--- src/rtl/fp_pkg.sv ---
// Shared constants and FSM state type for the FP divider post-normalise/round stage.
package fp_pkg;
  localparam int unsigned FP32_BIAS       = 127;
  localparam int unsigned EXP_MAX         = 255;
  localparam logic [31:0] FP32_QNAN       = 32'h7FC00000;
  localparam int unsigned FP32_EXP_BITS   = 8;
  localparam int unsigned FP32_FRAC_BITS  = 23;
  localparam int unsigned DIV_EXP_W       = 10;
  localparam int unsigned DIV_MANT_W      = FP32_FRAC_BITS + 4;
  localparam int unsigned NORM_MAX_LSHIFT = 25;

  typedef enum logic [1:0] {StIdle, StNorm, StRound, StDone} norm_state_e;
endpackage

--- src/rtl/fp_div_normalize_round_if.sv ---
// Input/output handshake bundle of the divider normalise/round stage.
interface fp_div_normalize_round_if #(
  parameter int unsigned EXP_W  = 10,
  parameter int unsigned MANT_W = 27
);
  logic                    in_valid;
  logic                    in_ready;
  logic                    in_sign;
  logic signed [EXP_W-1:0] in_exp;
  logic [MANT_W-1:0]       in_mant;
  logic                    in_nan;
  logic                    in_inf;
  logic                    in_zero;
  logic                    out_valid;
  logic                    out_ready;
  logic [31:0]             z;
  logic                    overflow;
  logic                    underflow;
  logic                    inexact;

  modport master (
    output in_valid, in_sign, in_exp, in_mant, in_nan, in_inf, in_zero, out_ready,
    input  in_ready, out_valid, z, overflow, underflow, inexact
  );

  modport slave (
    input  in_valid, in_sign, in_exp, in_mant, in_nan, in_inf, in_zero, out_ready,
    output in_ready, out_valid, z, overflow, underflow, inexact
  );
endinterface

--- src/rtl/fp_round_rne.sv ---
// Round-to-nearest-even of a normalised fraction given guard and sticky bits.
module fp_round_rne #(
  parameter int unsigned FRAC_W = 23
) (
  input  logic [FRAC_W-1:0] frac,
  input  logic              guard,
  input  logic              sticky,
  output logic [FRAC_W-1:0] frac_rnd,
  output logic              carry,
  output logic              inexact
);
  logic              up;
  logic [FRAC_W:0]   sum;

  assign up       = guard & (sticky | frac[0]);
  assign sum      = {1'b0, frac} + {{FRAC_W{1'b0}}, up};
  // Carry out of the fraction means the significand rolled over to 2.0.
  assign frac_rnd = sum[FRAC_W-1:0];
  assign carry    = sum[FRAC_W];
  assign inexact  = guard | sticky;
endmodule

--- src/rtl/fp_div_normalize_round.sv ---
// Post-divider stage: iterative one-bit-per-cycle normalisation, RNE rounding, binary32 packing.
module fp_div_normalize_round
  import fp_pkg::*;
#(
  parameter int unsigned EXP_W  = DIV_EXP_W,
  parameter int unsigned FRAC_W = FP32_FRAC_BITS,
  parameter int unsigned MANT_W = DIV_MANT_W
) (
  input logic                    clk,
  input logic                    rst,
  fp_div_normalize_round_if.slave bus
);
  localparam logic signed [EXP_W-1:0] ExpOne  = EXP_W'(1);
  localparam logic signed [EXP_W-1:0] ExpZero = '0;
  localparam logic signed [EXP_W-1:0] ExpTop  = EXP_W'(EXP_MAX);
  localparam logic [4:0]              LshMax  = 5'(NORM_MAX_LSHIFT);

  norm_state_e             state_q, state_d;
  logic                    sign_q, sign_d;
  logic signed [EXP_W-1:0] exp_q, exp_d;
  logic [MANT_W-1:0]       mant_q, mant_d;
  logic [4:0]              cnt_q, cnt_d;
  logic [31:0]             z_q, z_d;
  logic                    ovf_q, ovf_d, unf_q, unf_d, inx_q, inx_d;

  logic [FRAC_W-1:0]       frac_rnd;
  logic                    rnd_carry, rnd_inexact;
  logic signed [EXP_W-1:0] exp_fin;

  fp_round_rne #(.FRAC_W(FRAC_W)) u_round (
    .frac     (mant_q[MANT_W-3:2]),
    .guard    (mant_q[1]),
    .sticky   (mant_q[0]),
    .frac_rnd (frac_rnd),
    .carry    (rnd_carry),
    .inexact  (rnd_inexact)
  );

  assign exp_fin = exp_q + (rnd_carry ? ExpOne : ExpZero);

  always_comb begin
    state_d = state_q;
    sign_d  = sign_q;
    exp_d   = exp_q;
    mant_d  = mant_q;
    cnt_d   = cnt_q;
    z_d     = z_q;
    ovf_d   = ovf_q;
    unf_d   = unf_q;
    inx_d   = inx_q;
    unique case (state_q)
      StIdle: begin
        if (bus.in_valid) begin
          ovf_d = 1'b0;
          unf_d = 1'b0;
          inx_d = 1'b0;
          if (bus.in_nan) begin
            z_d     = FP32_QNAN;
            state_d = StDone;
          end else if (bus.in_inf) begin
            z_d     = {bus.in_sign, 8'hFF, 23'h0};
            state_d = StDone;
          end else if (bus.in_zero || bus.in_mant == '0) begin
            z_d     = {bus.in_sign, 31'h0};
            state_d = StDone;
          end else begin
            sign_d  = bus.in_sign;
            exp_d   = bus.in_exp;
            mant_d  = bus.in_mant;
            cnt_d   = '0;
            state_d = StNorm;
          end
        end
      end
      StNorm: begin
        if (mant_q[MANT_W-1]) begin
          // Shift out into the sticky position so no set bit is ever lost.
          mant_d = {1'b0, mant_q[MANT_W-1:2], mant_q[1] | mant_q[0]};
          exp_d  = exp_q + ExpOne;
        end else if (mant_q[MANT_W-2] || cnt_q == LshMax) begin
          state_d = StRound;
        end else begin
          mant_d = {mant_q[MANT_W-2:0], 1'b0};
          exp_d  = exp_q - ExpOne;
          cnt_d  = cnt_q + 5'd1;
        end
      end
      StRound: begin
        if (exp_fin >= ExpTop) begin
          z_d   = {sign_q, 8'hFF, 23'h0};
          ovf_d = 1'b1;
          inx_d = 1'b1;
        end else if (exp_fin <= ExpZero) begin
          z_d   = {sign_q, 31'h0};
          unf_d = 1'b1;
          inx_d = 1'b1;
        end else begin
          z_d   = {sign_q, exp_fin[7:0], frac_rnd};
          inx_d = rnd_inexact;
        end
        state_d = StDone;
      end
      StDone: begin
        if (bus.out_ready) state_d = StIdle;
      end
      default: state_d = StIdle;
    endcase
  end

  always_ff @(posedge clk) begin
    if (rst) begin
      state_q <= StIdle;
      sign_q  <= 1'b0;
      exp_q   <= '0;
      mant_q  <= '0;
      cnt_q   <= '0;
      z_q     <= '0;
      ovf_q   <= 1'b0;
      unf_q   <= 1'b0;
      inx_q   <= 1'b0;
    end else begin
      state_q <= state_d;
      sign_q  <= sign_d;
      exp_q   <= exp_d;
      mant_q  <= mant_d;
      cnt_q   <= cnt_d;
      z_q     <= z_d;
      ovf_q   <= ovf_d;
      unf_q   <= unf_d;
      inx_q   <= inx_d;
    end
  end

  assign bus.in_ready  = (state_q == StIdle);
  assign bus.out_valid = (state_q == StDone);
  assign bus.z         = z_q;
  assign bus.overflow  = ovf_q;
  assign bus.underflow = unf_q;
  assign bus.inexact   = inx_q;
endmodule

--- src/flat_wrapper.sv ---
// flat-port wrapper written by rule: the top's interface ports become plain ports
module fp_div_normalize_round_flat import fp_pkg::*;
#(
  parameter int unsigned EXP_W  = DIV_EXP_W,
  parameter int unsigned FRAC_W = FP32_FRAC_BITS,
  parameter int unsigned MANT_W = DIV_MANT_W
)
  (clk, rst, bus_in_valid, bus_in_sign, bus_in_exp, bus_in_mant, bus_in_nan, bus_in_inf, bus_in_zero, bus_out_ready, bus_in_ready, bus_out_valid, bus_z, bus_overflow, bus_underflow, bus_inexact);
  fp_div_normalize_round_if #(.EXP_W(EXP_W), .MANT_W(MANT_W)) bus_i ();
  input logic clk;
  input logic rst;
  input wire logic [$bits(bus_i.in_valid)-1:0] bus_in_valid;
  input wire logic [$bits(bus_i.in_sign)-1:0] bus_in_sign;
  input wire logic [$bits(bus_i.in_exp)-1:0] bus_in_exp;
  input wire logic [$bits(bus_i.in_mant)-1:0] bus_in_mant;
  input wire logic [$bits(bus_i.in_nan)-1:0] bus_in_nan;
  input wire logic [$bits(bus_i.in_inf)-1:0] bus_in_inf;
  input wire logic [$bits(bus_i.in_zero)-1:0] bus_in_zero;
  input wire logic [$bits(bus_i.out_ready)-1:0] bus_out_ready;
  output wire logic [$bits(bus_i.in_ready)-1:0] bus_in_ready;
  output wire logic [$bits(bus_i.out_valid)-1:0] bus_out_valid;
  output wire logic [$bits(bus_i.z)-1:0] bus_z;
  output wire logic [$bits(bus_i.overflow)-1:0] bus_overflow;
  output wire logic [$bits(bus_i.underflow)-1:0] bus_underflow;
  output wire logic [$bits(bus_i.inexact)-1:0] bus_inexact;
  assign bus_i.in_valid = bus_in_valid;
  assign bus_i.in_sign = bus_in_sign;
  assign bus_i.in_exp = bus_in_exp;
  assign bus_i.in_mant = bus_in_mant;
  assign bus_i.in_nan = bus_in_nan;
  assign bus_i.in_inf = bus_in_inf;
  assign bus_i.in_zero = bus_in_zero;
  assign bus_i.out_ready = bus_out_ready;
  assign bus_in_ready = bus_i.in_ready;
  assign bus_out_valid = bus_i.out_valid;
  assign bus_z = bus_i.z;
  assign bus_overflow = bus_i.overflow;
  assign bus_underflow = bus_i.underflow;
  assign bus_inexact = bus_i.inexact;
  fp_div_normalize_round #(.EXP_W(EXP_W), .FRAC_W(FRAC_W), .MANT_W(MANT_W)) u_core (.clk(clk), .rst(rst), .bus(bus_i));
endmodule
--- config.mk ---
export PLATFORM = sky130hd
export DESIGN_NAME = fp_div_normalize_round_flat
export DESIGN_NICKNAME = d
export VERILOG_FILES = /design/src/rtl/fp_pkg.sv /design/src/rtl/fp_div_normalize_round_if.sv /design/src/rtl/fp_round_rne.sv /design/src/rtl/fp_div_normalize_round.sv /design/src/flat_wrapper.sv
export SDC_FILE = /design/constraint.sdc
export NUM_CORES = 1
export LEC_CHECK = 0
export ABC_AREA = 1
export ABC_CLOCK_PERIOD_IN_PS = 4800
export CAP_MARGIN = 40
export CELL_PAD_IN_SITES_DETAIL_PLACEMENT = 0
export CELL_PAD_IN_SITES_GLOBAL_PLACEMENT = 1
export CORE_MARGIN = 2
export CORE_UTILIZATION = 42
export CTS_BUF_LIST = sky130_fd_sc_hd__clkbuf_4 sky130_fd_sc_hd__clkbuf_8 sky130_fd_sc_hd__clkbuf_16
export DETAILED_ROUTE_END_ITERATION = 10
export GPL_TIMING_DRIVEN = 0
export PLACE_DENSITY = 0.91
export SLEW_MARGIN = 20
export SYNTH_ARGS = -nofsm -noshare
export SYNTH_HDL_FRONTEND = slang
export SYNTH_SLANG_ARGS = --single-unit
--- constraint.sdc ---
create_clock -name clk -period 4.8 [get_ports clk]
set_input_delay 0.48 -clock clk [delete_from_list [all_inputs] [get_ports clk]]
set_output_delay 0.48 -clock clk [all_outputs]
set_load 0.01 [all_outputs]
==> results.md <==
- Maximum clock insertion buffer count: 2
- DRC violation total after the first TritonRoute iteration: between 500 and 600
- Resized cells post-CTS: 0
- Area of placed instances: 6420 um2
- End point of the worst hold path: u_core.bus.z[2]
- CTS Root Cell: clkbuf_16
- Number of hold-slack violations in the final timing report: 0
- Cell taking the most area after synthesis: dfxtp_1
- Filler Cells Inserted: 1339
- Reg clk slew, reported paths: 0.06 ns
- Area of the die: 13800 um2
- Worst hold path type: flip-flop to flip-flop
- Share of cells above drive strength 1: 9.60%
- Static Leakage: 0.00274 uW
- Element type at the critical path start: flip-flop
- Peak supply drop: 0.188 mV
- Minimum period implied by the final worst setup slack: 3.50 ns
- Final period util: 73.0%
- Vertical extent of the die: 117 um
- Synthesized area per cell: 6.58 um2
- TritonRoute pass-1 iters: 6
- Commonest cells after routing, fill and taps aside: nand2_1 (187), inv_1 (104), nor2_1 (83)
- Cell area power density: 525 nW/um2
- H-Tree Level Count: 3
- Number of cells traversed by the worst register-to-register path: 23
- Ys Warns: 0
- Vias in the first global route: 5074
- Post-CTS setup buffers: 0
- Count of antenna-violating nets left after detailed routing: 0
- Primary flip-flop cell chosen by synthesis mapping: dfxtp_1
- Endpoint required time on the critical path: 5.07 ns
- Post-synth cell types: 37
- Proportion of register bits with asynchronous set or reset after synthesis: 0%
- Via density per instance: 5.15
- Pin count of the biggest net entering global routing: 13
- Result of the run: finished, final reports clean
- Number of synthesized flops with an enable pin: 0
- Via count: 5606
- Crit Reg-Reg Endpoint: u_core.bus.z[20]
- Nets: between 900 and 1000
- Cell types occupying the most area after synthesis: dfxtp_1 (30%), nand2_1 (13%), inv_1 (7.2%), nand3_1 (6.8%), nor2_1 (5.8%)
- Routability Congestion: 0.920
- Sequential element share of the synthesized area: slightly below 30%
- Core Rows: 41
- Endpoint arrival time on the critical path: about 3.8 ns
- Tightest slew margin relative to the limit: 45.0%
- Combined area of all synthesized cells: around 5400 um2
- Number of nets produced by synthesis: 883
- Max capacitance violation total: 0
- Cts bufs inserted: 9
- DRC Markers: 0
- Total wire length: 15800 um
- Final TNS setup: 0 ns
- Unrepaired setup endpoints after global routing: no
- Most common cell after layout, fill and taps aside: nand2_1
- Gate Count Post-Synth: 820
- Worst path cell trace: nand2_1 -> inv_1 -> nand3_1 -> inv_1 -> nand2_1 -> nor2_1 -> nand3_1 -> nor4_1 -> ha_1 -> ha_1 -> nand2_2 -> nor2_4 -> nand2_1 -> nand2_1 -> nand2_1 -> nand2_1 -> nor2_1 -> nand2_2 -> nand3_4 -> nor2_8 -> buf_12 -> nand3_2 -> a21oi_2
- Initial core utilization: a little over two fifths
- Number of setup violations in the final report: 0
- Clock insertion delay at the later pin of the skew report: 0.35 ns
- Share of the synthesized area in the top cell type: 29.7%
- TritonCTS clock tree: yes
- Number of buffers inserted for hold repair after clock tree synthesis: 0
- Register-to-register path setup slack: approximately 1.3 ns
- Beginning of the worst hold path: u_core.bus.z[2]
- Cell count of the worst hold path: 2
- Maximum single-stage delay on the critical path: between 0.4 and 0.5 ns
- Worst-case clock skew: 0.00997 ns
- Slew Viols, Final: 0
- Worst-path fanout max: 10
- Layout overhead on the synthesized area: 24.5%
- WL/cell: around 15 um
- Antenna diode instance count: 0
- Launch point of the worst path: u_core.mant_q[1]
- Cell type with the highest occurrence count on the critical path: nand2_1
- WS Path Type: flip-flop to flip-flop
- Type of destination of the critical path: flip-flop
- Total of flip-flops plus latches after synthesis: 80
- Number of primary I/O pins: roughly 80
- CP max-delay cell: nor4_1
- Core Area: 12600 um2
- HPWL Detailed: 12200 um
- Post-route design area: 6720 um2
- Global-route wire length before repair: 26000 um
- Width of the die: 117 um
- Highest clock frequency the design can meet: roughly 290 MHz
- Worst R2R Start: u_core.mant_q[1]
- Worst Tran Pin Value: 0.825 ns
- IO Port Bufs: 80
- Antenna violations before repair: 0
- Grt total ovfl: 0
- Clock Sinks: 80
- Total routing resource utilization after global routing: 23.3%
cell type report:
cell class / instances / area [um2] / area share, %
Buffer: 33 / 175 / 2.61
Clock buffer: 14 / 282 / 4.19
Clock inverter: 2 / 12.5 / 0.186
Inverter: 108 / 405 / 6.04
Multi-Input combinational cell: 599 / 3210 / 47.8
Sequential cell: 80 / 1600 / 23.8
Tap cell: 172 / 215 / 3.20
Timing Repair Buffer: 81 / 812 / 12.1
kinds of logic after synthesis:
group	Yosys count	share of synthesized area [%]
adder cells (fa/ha/maj)	18	4.31
AND/OR/NAND/NOR	397	33.6
AO/OA/AOI/OAI	163	18.2
flip-flops	80	29.7
buffers and inverters	141	10.8
XOR/XNOR	21	3.41
per-layer routing:
metal / part of all wire [%] / up-vias / global-route usage (%)
met5: 0 / - / 0
met1: 49 / 2486 / 34.7
met3: 7.7 / 27 / 4.43
li1: - / 2878 / -
met4: 2.1 / 0 / 7.61
met2: 41 / 215 / 33.7
how the worst max path moves through the flow:
stage,end,cells after the start,slack [ns]
finish,u_core.bus.z[20],23,1.30
global route,u_core.bus.z[25],24,0.87
CTS,u_core.bus.z[20],23,1.23
detailed placement,u_core.bus.z[11],23,1.24
global placement,u_core.bus.z[18],23,1.25
floorplan,u_core.bus.z[17],20,2.05
registers in the layout, indices dropped and copies added, names as in the netlist:
| signal | count |
|---|---|
| u_core.bus.inexact | 1 |
| u_core.bus.overflow | 1 |
| u_core.bus.underflow | 1 |
| u_core.bus.z | 32 |
| u_core.cnt_q | 5 |
| u_core.exp_q | 10 |
| u_core.mant_q | 27 |
| u_core.sign_q | 1 |
| u_core.state_q | 2 |
worst max-delay path, delay by kind of cell, from the launching register on:
| family | cells | cell delay, ns |
|---|---|---|
| adder cells (fa/ha/maj) | 2 | 0.49 |
| AND/OR/NAND/NOR | 17 | 2.00 |
| buffers and inverters | 3 | 0.42 |
| flip-flops | 1 | 0.39 |
| AO/OA/AOI/OAI | 1 | 0.12 |
cell usage after synthesis (all sizes together), types with 4 or more instances:
library cell	n
nor2	89
xor2	19
ha	17
a21oi	78
nand2	193
dfxtp	80
o211ai	11
inv	106
buf	12
nand3	95
o21bai	4
clkbuf	21
o21ai	54
o221ai	13
nand4	5
nor3	11
power breakdown:
| part | total [uW] | internal (uW) | switching, uW |
|---|---|---|---|
| Combinational | 1820 | 652 | 1170 |
| Sequential | 1020 | 827 | 190 |
| Clock | 690 | 404 | 286 |
metrics by stage:
step                      util (%)  cells  hold WS [ns]  power (uW)  setup WS [ns]
final                         53.4   1089         0.465        3530           1.30
after floorplan                  -    820         0.441        2270           2.05
after CTS                     53.4   1089         0.466        3520           1.23
after global placement        51.0   1072         0.444        2820           1.25
after detailed placement      51.1   1073         0.457        2820           1.24
after global routing          53.4   1089         0.481        3810          0.868
Note: power is estimated with default switching activity, not from simulation.
